File: src/rtl/rv_pkg.sv
// Constants shared by the fetch/decode front end: machine width and the canonical NOP.
package rv_pkg;

    localparam int          XLEN      = 32;
    localparam logic [31:0] NOP_INSTR = 32'h0000_0013;   // addi x0, x0, 0

endpackage : rv_pkg

File: src/rtl/if_id_queue.sv
// Fetch-to-decode skid queue: a small FIFO of {instr, pc} entries with flush and a NOP-filled idle output.
// Both ready/valid outputs are decoded from the registered occupancy only.
module if_id_queue #(
    parameter int DEPTH = 2,
    parameter int XLEN  = rv_pkg::XLEN
) (
    input  logic                     clk,
    input  logic                     rst_n,

    input  logic                     f_valid,
    output logic                     f_ready,
    input  logic [XLEN-1:0]          f_instr,
    input  logic [XLEN-1:0]          f_pc,

    output logic                     d_valid,
    input  logic                     d_ready,
    output logic [XLEN-1:0]          d_instr,
    output logic [XLEN-1:0]          d_pc,
    output logic [XLEN-1:0]          d_pc_plus4,

    input  logic                     flush,
    output logic [$clog2(DEPTH):0]   count
);

    import rv_pkg::*;

    localparam int PW = $clog2(DEPTH);
    localparam int CW = PW + 1;

    typedef struct packed {
        logic [XLEN-1:0] instr;
        logic [XLEN-1:0] pc;
    } entry_t;

    entry_t            mem_q [DEPTH];

    logic [CW-1:0]     count_q,  count_d;
    logic [PW-1:0]     rd_ptr_q, rd_ptr_d;
    logic [PW-1:0]     wr_ptr_q, wr_ptr_d;

    logic              push;
    logic              pop;
    logic              mem_we;
    entry_t            head;

    assign f_ready = (count_q < CW'(DEPTH));
    assign d_valid = (count_q != '0);

    assign push = f_valid && f_ready;
    assign pop  = d_valid && d_ready;

    // Flush wins over any transfer presented in the same cycle.
    always_comb begin
        count_d  = count_q;
        rd_ptr_d = rd_ptr_q;
        wr_ptr_d = wr_ptr_q;
        mem_we   = 1'b0;
        if (flush) begin
            count_d  = '0;
            rd_ptr_d = '0;
            wr_ptr_d = '0;
        end else begin
            mem_we   = push;
            wr_ptr_d = wr_ptr_q + PW'(push);
            rd_ptr_d = rd_ptr_q + PW'(pop);
            count_d  = count_q + CW'(push) - CW'(pop);
        end
    end

    always_ff @(posedge clk or negedge rst_n) begin
        if (!rst_n) begin
            count_q  <= '0;
            rd_ptr_q <= '0;
            wr_ptr_q <= '0;
        end else begin
            count_q  <= count_d;
            rd_ptr_q <= rd_ptr_d;
            wr_ptr_q <= wr_ptr_d;
        end
    end

    // Storage holds no reset; an empty count makes its contents invisible.
    always_ff @(posedge clk) begin
        if (mem_we) begin
            mem_q[wr_ptr_q] <= '{instr: f_instr, pc: f_pc};
        end
    end

    assign head = mem_q[rd_ptr_q];

    always_comb begin
        d_instr = XLEN'(NOP_INSTR);
        d_pc    = '0;
        if (d_valid) begin
            d_instr = head.instr;
            d_pc    = head.pc;
        end
    end

    assign d_pc_plus4 = d_pc + XLEN'(4);
    assign count      = count_q;

    a_count_bound : assert property (@(posedge clk) disable iff (!rst_n)
        count_q <= CW'(DEPTH));

    a_hold_stall : assert property (@(posedge clk) disable iff (!rst_n || flush)
        (d_valid && !d_ready) |=> (d_valid && $stable(d_instr) && $stable(d_pc)));

endmodule : if_id_queue

File: config.mk
export PLATFORM = sky130hd
export DESIGN_NAME = if_id_queue
export DESIGN_NICKNAME = d
export VERILOG_FILES = /design/src/rtl/rv_pkg.sv /design/src/rtl/if_id_queue.sv
export SDC_FILE = /design/constraint.sdc
export NUM_CORES = 1
export LEC_CHECK = 0
export ABC_AREA = 0
export CAP_MARGIN = 20
export CORE_UTILIZATION = 48
export DETAILED_ROUTE_END_ITERATION = 6
export HOLD_SLACK_MARGIN = 0.02
export MAX_ROUTING_LAYER = met4
export PLACE_DENSITY = 0.8
export SLEW_MARGIN = 30
export SYNTH_ARGS = -nofsm -noshare
export SYNTH_HDL_FRONTEND = slang
export SYNTH_SLANG_ARGS = --single-unit
File: constraint.sdc
create_clock -name clk -period 7.8 [get_ports clk]
set_clock_uncertainty 0.15 [all_clocks]
set_input_delay 1.17 -clock clk [delete_from_list [all_inputs] [get_ports clk]]
set_output_delay 1.17 -clock clk [all_outputs]
set_load 0.01 [all_outputs]
* Yosys cells after proc, flatten, opt, wreduce, memory -nomap -nowiden *
Memories as Yosys holds them, arrays and structs flattened.
Cells that the tools add are included.

word-level totals
  bits in writable memories = 128
  logic and storage cells = 21
  output and inout port bits = 100
  memories = 1
  bits of input ports = 69
  register bits = 4

memories
  memory  depth  bits a word  rd ports  clocked after memory_dff  wr ports  line               RTL
  mem_q   2      64           1         0                         1         if_id_queue.sv:35  entry_t mem_q [DEPTH];

operators by class
  add/subtract/negate cells = 5
  reduce and logical (&&, ||, !) cells = 3
  order comparisons = 1
  mux-type cells = 8

operator list
  kind                                            count
  two-way mux 32 bit                              2
  adder 32 x 3 -> 32 bit (second input constant)  1
  two-way mux 1 bit                               5
  adder 1 bit                                     2
  adder 2 x 1 -> 2 bit                            1
  logical AND 1 bit                               2
  < comparator 2 bit (second input constant)      1
  two-way mux 2 bit                               1
  nonzero test 2 bit                              1
  subtractor 2 x 1 -> 2 bit                       1

* Longest topological paths before layout *
  word-level depth = 5
  depth in mapped cells = 12
  mapped depth without buffers = 9

* Worst setup path after synthesis *
OpenSTA, ideal clock, no wires.

  kind = input port to flip-flop
  start = input port f_valid
  end = memory mem_q[1][0] in the netlist's numbering (enable)
  stages on the path = 2
  required time = 7.072 ns
  path slack = 1.076 ns
  arrival time = 5.997 ns
  cells stage by stage = nand2_1 > nor3b_1

between the ends
  word-level cells in the longest chain between the ends = 4

RTL lines
  item                                     line               RTL
  start, declared                          if_id_queue.sv:10  input logic f_valid,
  logical AND 1 bit                        if_id_queue.sv:49  assign push = f_valid && f_ready;
  two-way mux 1 bit                        if_id_queue.sv:58  if (flush) begin
  two-way mux 1 bit                        if_id_queue.sv:84  if (mem_we) begin
  two-way mux 1 bit (implied by the code)  if_id_queue.sv:85  mem_q[wr_ptr_q] <= '{instr: f_instr, pc: f_pc};
  end, declared                            if_id_queue.sv:35

Every way passes these cells.

* Worst setup path after layout *
  start = register rd_ptr_q
  end = output port d_pc_plus4[11]

between the ends
  word-level cells in the longest chain between the ends = 3

RTL lines
  item                      line                RTL
  start, declared           if_id_queue.sv:38   logic [PW-1:0] rd_ptr_q, rd_ptr_d;
  start signal, assigned    if_id_queue.sv:77   rd_ptr_q <= rd_ptr_d;
  memory read (2 x 64 bit)  -
  two-way mux 32 bit        if_id_queue.sv:94   if (d_valid) begin
  adder 32 x 3 -> 32 bit    if_id_queue.sv:100  assign d_pc_plus4 = d_pc + XLEN'(4);
  end, declared             if_id_queue.sv:19   output logic [XLEN-1:0] d_pc_plus4,

Every way passes these cells.

==> summary by stage <==
Placement
The last weighted congestion value of the routability-driven placer is 0.803. The count of buffers inserted at the top-level ports is 168. The number of placed instances, taps included, is 734.

The estimated wirelength of the detail-placed design is 8920 um.

Setup path
The endpoint kind of the worst setup timing path is an output port. The critical path is of the reg2out type. The critical path startpoint is rd_ptr_q. The number of cells on the worst reg-to-reg path is 9. The critical path required time is 6.48 ns.

STA puts the critical path data arrival time at 4.08 ns. The highest net fanout along the worst path is 49. The launch instance of the worst register-to-register path is count[1]. The element type at the critical path start is a register.

Route
The via count normalized by instance count is 5.06. The final wirelength is 12600 um. The number of remaining DRC errors is 0.

Dividing the detail-routed wire length by the instance count gives 16.5 um. The antenna violation net count after detailed routing is 0. For this block, the initial DRC count from the detailed router was 182. The routed layout has 3872 vias. The first-pass detailed-route iteration total is 4.

CTS
The CTS buffer count is 17. After clock tree synthesis, the flow added hold-fix buffers numbering 0. The H-tree was split into 4 levels. CTS saw 132 sinks. Once the clock tree was built, the setup fixing pass inserted 0 buffers. The clock network latency to the later pin of the worst-skew pair is 0.40 ns. TritonCTS built the clock tree. The clock input transition at the sequential cells of the worst setup and hold paths is 0.05 ns. The clock passes through at most 2 buffers. The number of gates resized after CTS was 0.

The clock tree root driver cell is sky130_fd_sc_hd__clkbuf_16.

Floorplan
The effective utilization at floorplan is 0.495. The boundary pin count is 169. Measured along the x axis, the die boundary spans 114 um. The core region is 12100 um2. The die outline area is 12900 um2.

The row count is 40. In this run the vertical extent of the chip is 114 um.

Global route
The number of antenna violations at the first check in global routing is 1. The via count of the first global-routing pass is 3992. The total overflow reported by the global router is 0.

The overall track demand over capacity in global routing is 0.210. The maximum number of pins on one net before global-route repair is 50. The first global-routing pass estimated 19700 um of wire.

STA
The number of pins with negative max-slew slack in the final report is 0. In this run the tightest slew margin relative to its limit is 0.515. The setup violation total in the final timing report is 0. Static timing analysis puts the maximum clock frequency at 185 MHz. The final sum of negative setup slack is 0 ns. In the finished design, the share of the clock period the worst path needs comes to 0.692. The final hold slack is 0.444 ns.

The worst path in the final design needs a cycle of 5.40 ns, including I/O delays and setup. Setup repair after global routing left no endpoint under its margin. The number of endpoints with negative hold slack in the final report was 0. The slew at the pin closest to its max-slew limit is 0.725 ns.

Synthesis
The share of the yosys chip area belonging to registers is 0.660. Synthesis handed over a netlist of 412 instances. A synthesized cell averages 14.5 um2. The most common flop cell mapped by yosys is sky130_fd_sc_hd__edfxtp_1. Of the post-synthesis cell area, the dominant cell type holds 0.643.

The count of flip-flops with a built-in enable after synthesis is 128. The distinct cell type count of the synthesized netlist is 43. Counting flops with an async set or reset pin after synthesis yields a share of 0.0303. In the post-synthesis netlist, the biggest area contributors are sky130_fd_sc_hd__edfxtp_1 (64%), sky130_fd_sc_hd__mux2i_1 (10%), sky130_fd_sc_hd__nor2_1 (4.1%). The Yosys step of the flow raised 0 warnings. The largest area contributor in the synthesized netlist is sky130_fd_sc_hd__edfxtp_1. After synthesis the netlist holds a flip-flop and latch count of 132. The mapped netlist covers 5970 um2. The number of nets handed over by synthesis was 484.

Outcome
The run finished with clean final reports.

Pwr
In this run the power density over the cells is 317 nW/um2. IR analysis of the VDD net gives a maximum drop of 0.213 mV. The leakage power of the design is 0.00284 uW.

Finish
The layout overhead on the synthesized area is 39.4%. The number of non-filler instances in the completed layout is 765. The count of nets after finishing is 657.

The share of cells above drive strength 1 is 0.109.

Hold path
The launch instance of the worst min-delay path is wr_ptr_q. The path class of the tightest hold or removal check is reg2reg. The hold path depth is 2.

Flow run
Across the run, the number of max-cap violations was 0.
## critical path, stage by stage, from the launching register on
cell,delay [ns]
sky130_fd_sc_hd__dfrtp_4,0.82
sky130_fd_sc_hd__buf_4,0.67
sky130_fd_sc_hd__mux2i_1,0.33
sky130_fd_sc_hd__a211oi_4,0.29
sky130_fd_sc_hd__nand4_2,0.40
sky130_fd_sc_hd__nor3_1,0.29
sky130_fd_sc_hd__mux2_2,0.36
sky130_fd_sc_hd__clkdlybuf4s50_1,0.48
## cells by family (layout without fill, tap and decap cells)
kind of cell,Yosys count,after routing,share of synthesized area
adder cells (fa/ha/maj),3,3,0.00628
buffers and inverters,27,211,0.0295
multiplexers,64,64,0.108
AND/OR/NAND/NOR,146,146,0.134
flip-flops,132,132,0.660
AO/OA/AOI/OAI,9,9,0.0168
other,0,1,0
XOR/XNOR,31,31,0.0455
## layer usage
metal,vias up,track usage,part of all wire
met5,-,-,0
met4,0,0.0851,0.014
met3,13,0.0563,0.070
met2,155,0.336,0.49
met1,1851,0.254,0.43
li1,1853,-,-
## Yosys cell counts, types with 4 or more instances
cell / number
sky130_fd_sc_hd__xor2_1: 23
sky130_fd_sc_hd__nand2_1: 19
sky130_fd_sc_hd__inv_1: 7
sky130_fd_sc_hd__buf_2: 8
sky130_fd_sc_hd__buf_4: 6
sky130_fd_sc_hd__dfrtp_1: 4
sky130_fd_sc_hd__nand4_1: 5
sky130_fd_sc_hd__nor2_2: 5
sky130_fd_sc_hd__nor4_2: 4
sky130_fd_sc_hd__edfxtp_1: 128
sky130_fd_sc_hd__mux2i_1: 62
sky130_fd_sc_hd__nor2_1: 65
sky130_fd_sc_hd__xnor2_1: 8
sky130_fd_sc_hd__nand3_1: 9
sky130_fd_sc_hd__nor3_1: 13
sky130_fd_sc_hd__nand3b_1: 4
## final timing paths
kind,endpoint,slack (ns)
max in group asynchronous,rd_ptr_q,6.48
hold reg to reg,wr_ptr_q,0.44
setup reg to reg,count[1],5.16
min in group asynchronous,rd_ptr_q,0.82
setup / recovery,d_pc_plus4[11],2.40
hold / removal,wr_ptr_q,0.44
## registers in the layout, indices dropped and copies added (netlist names)
name      count
rd_ptr_q      1
count         2
mem_q       128
wr_ptr_q      1
## metrics by stage
step	util	setup slack (ns)	instance area [um2]	power (uW)
2_1_floorplan	-	1.08	5970	1470
3_3_place_gp	0.645	2.94	7780	1910
3_5_place_dp	0.645	2.84	7780	1920
4_1_cts	0.690	2.39	8330	2660
5_1_grt	0.691	2.19	8330	2760
6_report	0.691	2.40	8330	2640
## layout make-up
cell class | instances | area, um2
diodes | 1 | 2.50
clock buffers | 18 | 429
clock inverters | 12 | 116
fillers | 833 | 3730
inverters | 7 | 26.3
multi-input cells | 253 | 1870
flip-flops and latches | 132 | 3950
well taps | 168 | 210
repair buffers | 174 | 1730
## where the power goes
group	leakage, uW	total, uW	switching [uW]	internal [uW]
logic	0.00136	994	487	507
clock network	0.000258	732	272	460
registers	0.00122	915	57.9	857
total	0.00284	2640	816	1820
## cell usage in the layout (no fill, tap or decap), types with 4 or more instances in the layout
cell,Yosys,layout
sky130_fd_sc_hd__buf_4,6,6
sky130_fd_sc_hd__clkbuf_16,0,17
sky130_fd_sc_hd__clkdlybuf4s50_1,0,168
sky130_fd_sc_hd__clkinv_1,0,4
sky130_fd_sc_hd__edfxtp_1,128,128
sky130_fd_sc_hd__inv_1,7,7
sky130_fd_sc_hd__mux2i_1,62,62
sky130_fd_sc_hd__nand2_1,19,19
sky130_fd_sc_hd__nand3_1,9,9
sky130_fd_sc_hd__nand3b_1,4,4
sky130_fd_sc_hd__nand4_1,5,5
sky130_fd_sc_hd__nor2_1,65,64
sky130_fd_sc_hd__nor2_2,5,5
sky130_fd_sc_hd__nor3_1,13,12
sky130_fd_sc_hd__nor4_2,4,4
sky130_fd_sc_hd__xnor2_1,8,8
sky130_fd_sc_hd__xor2_1,23,23
Power figures use the tool's default switching activity.
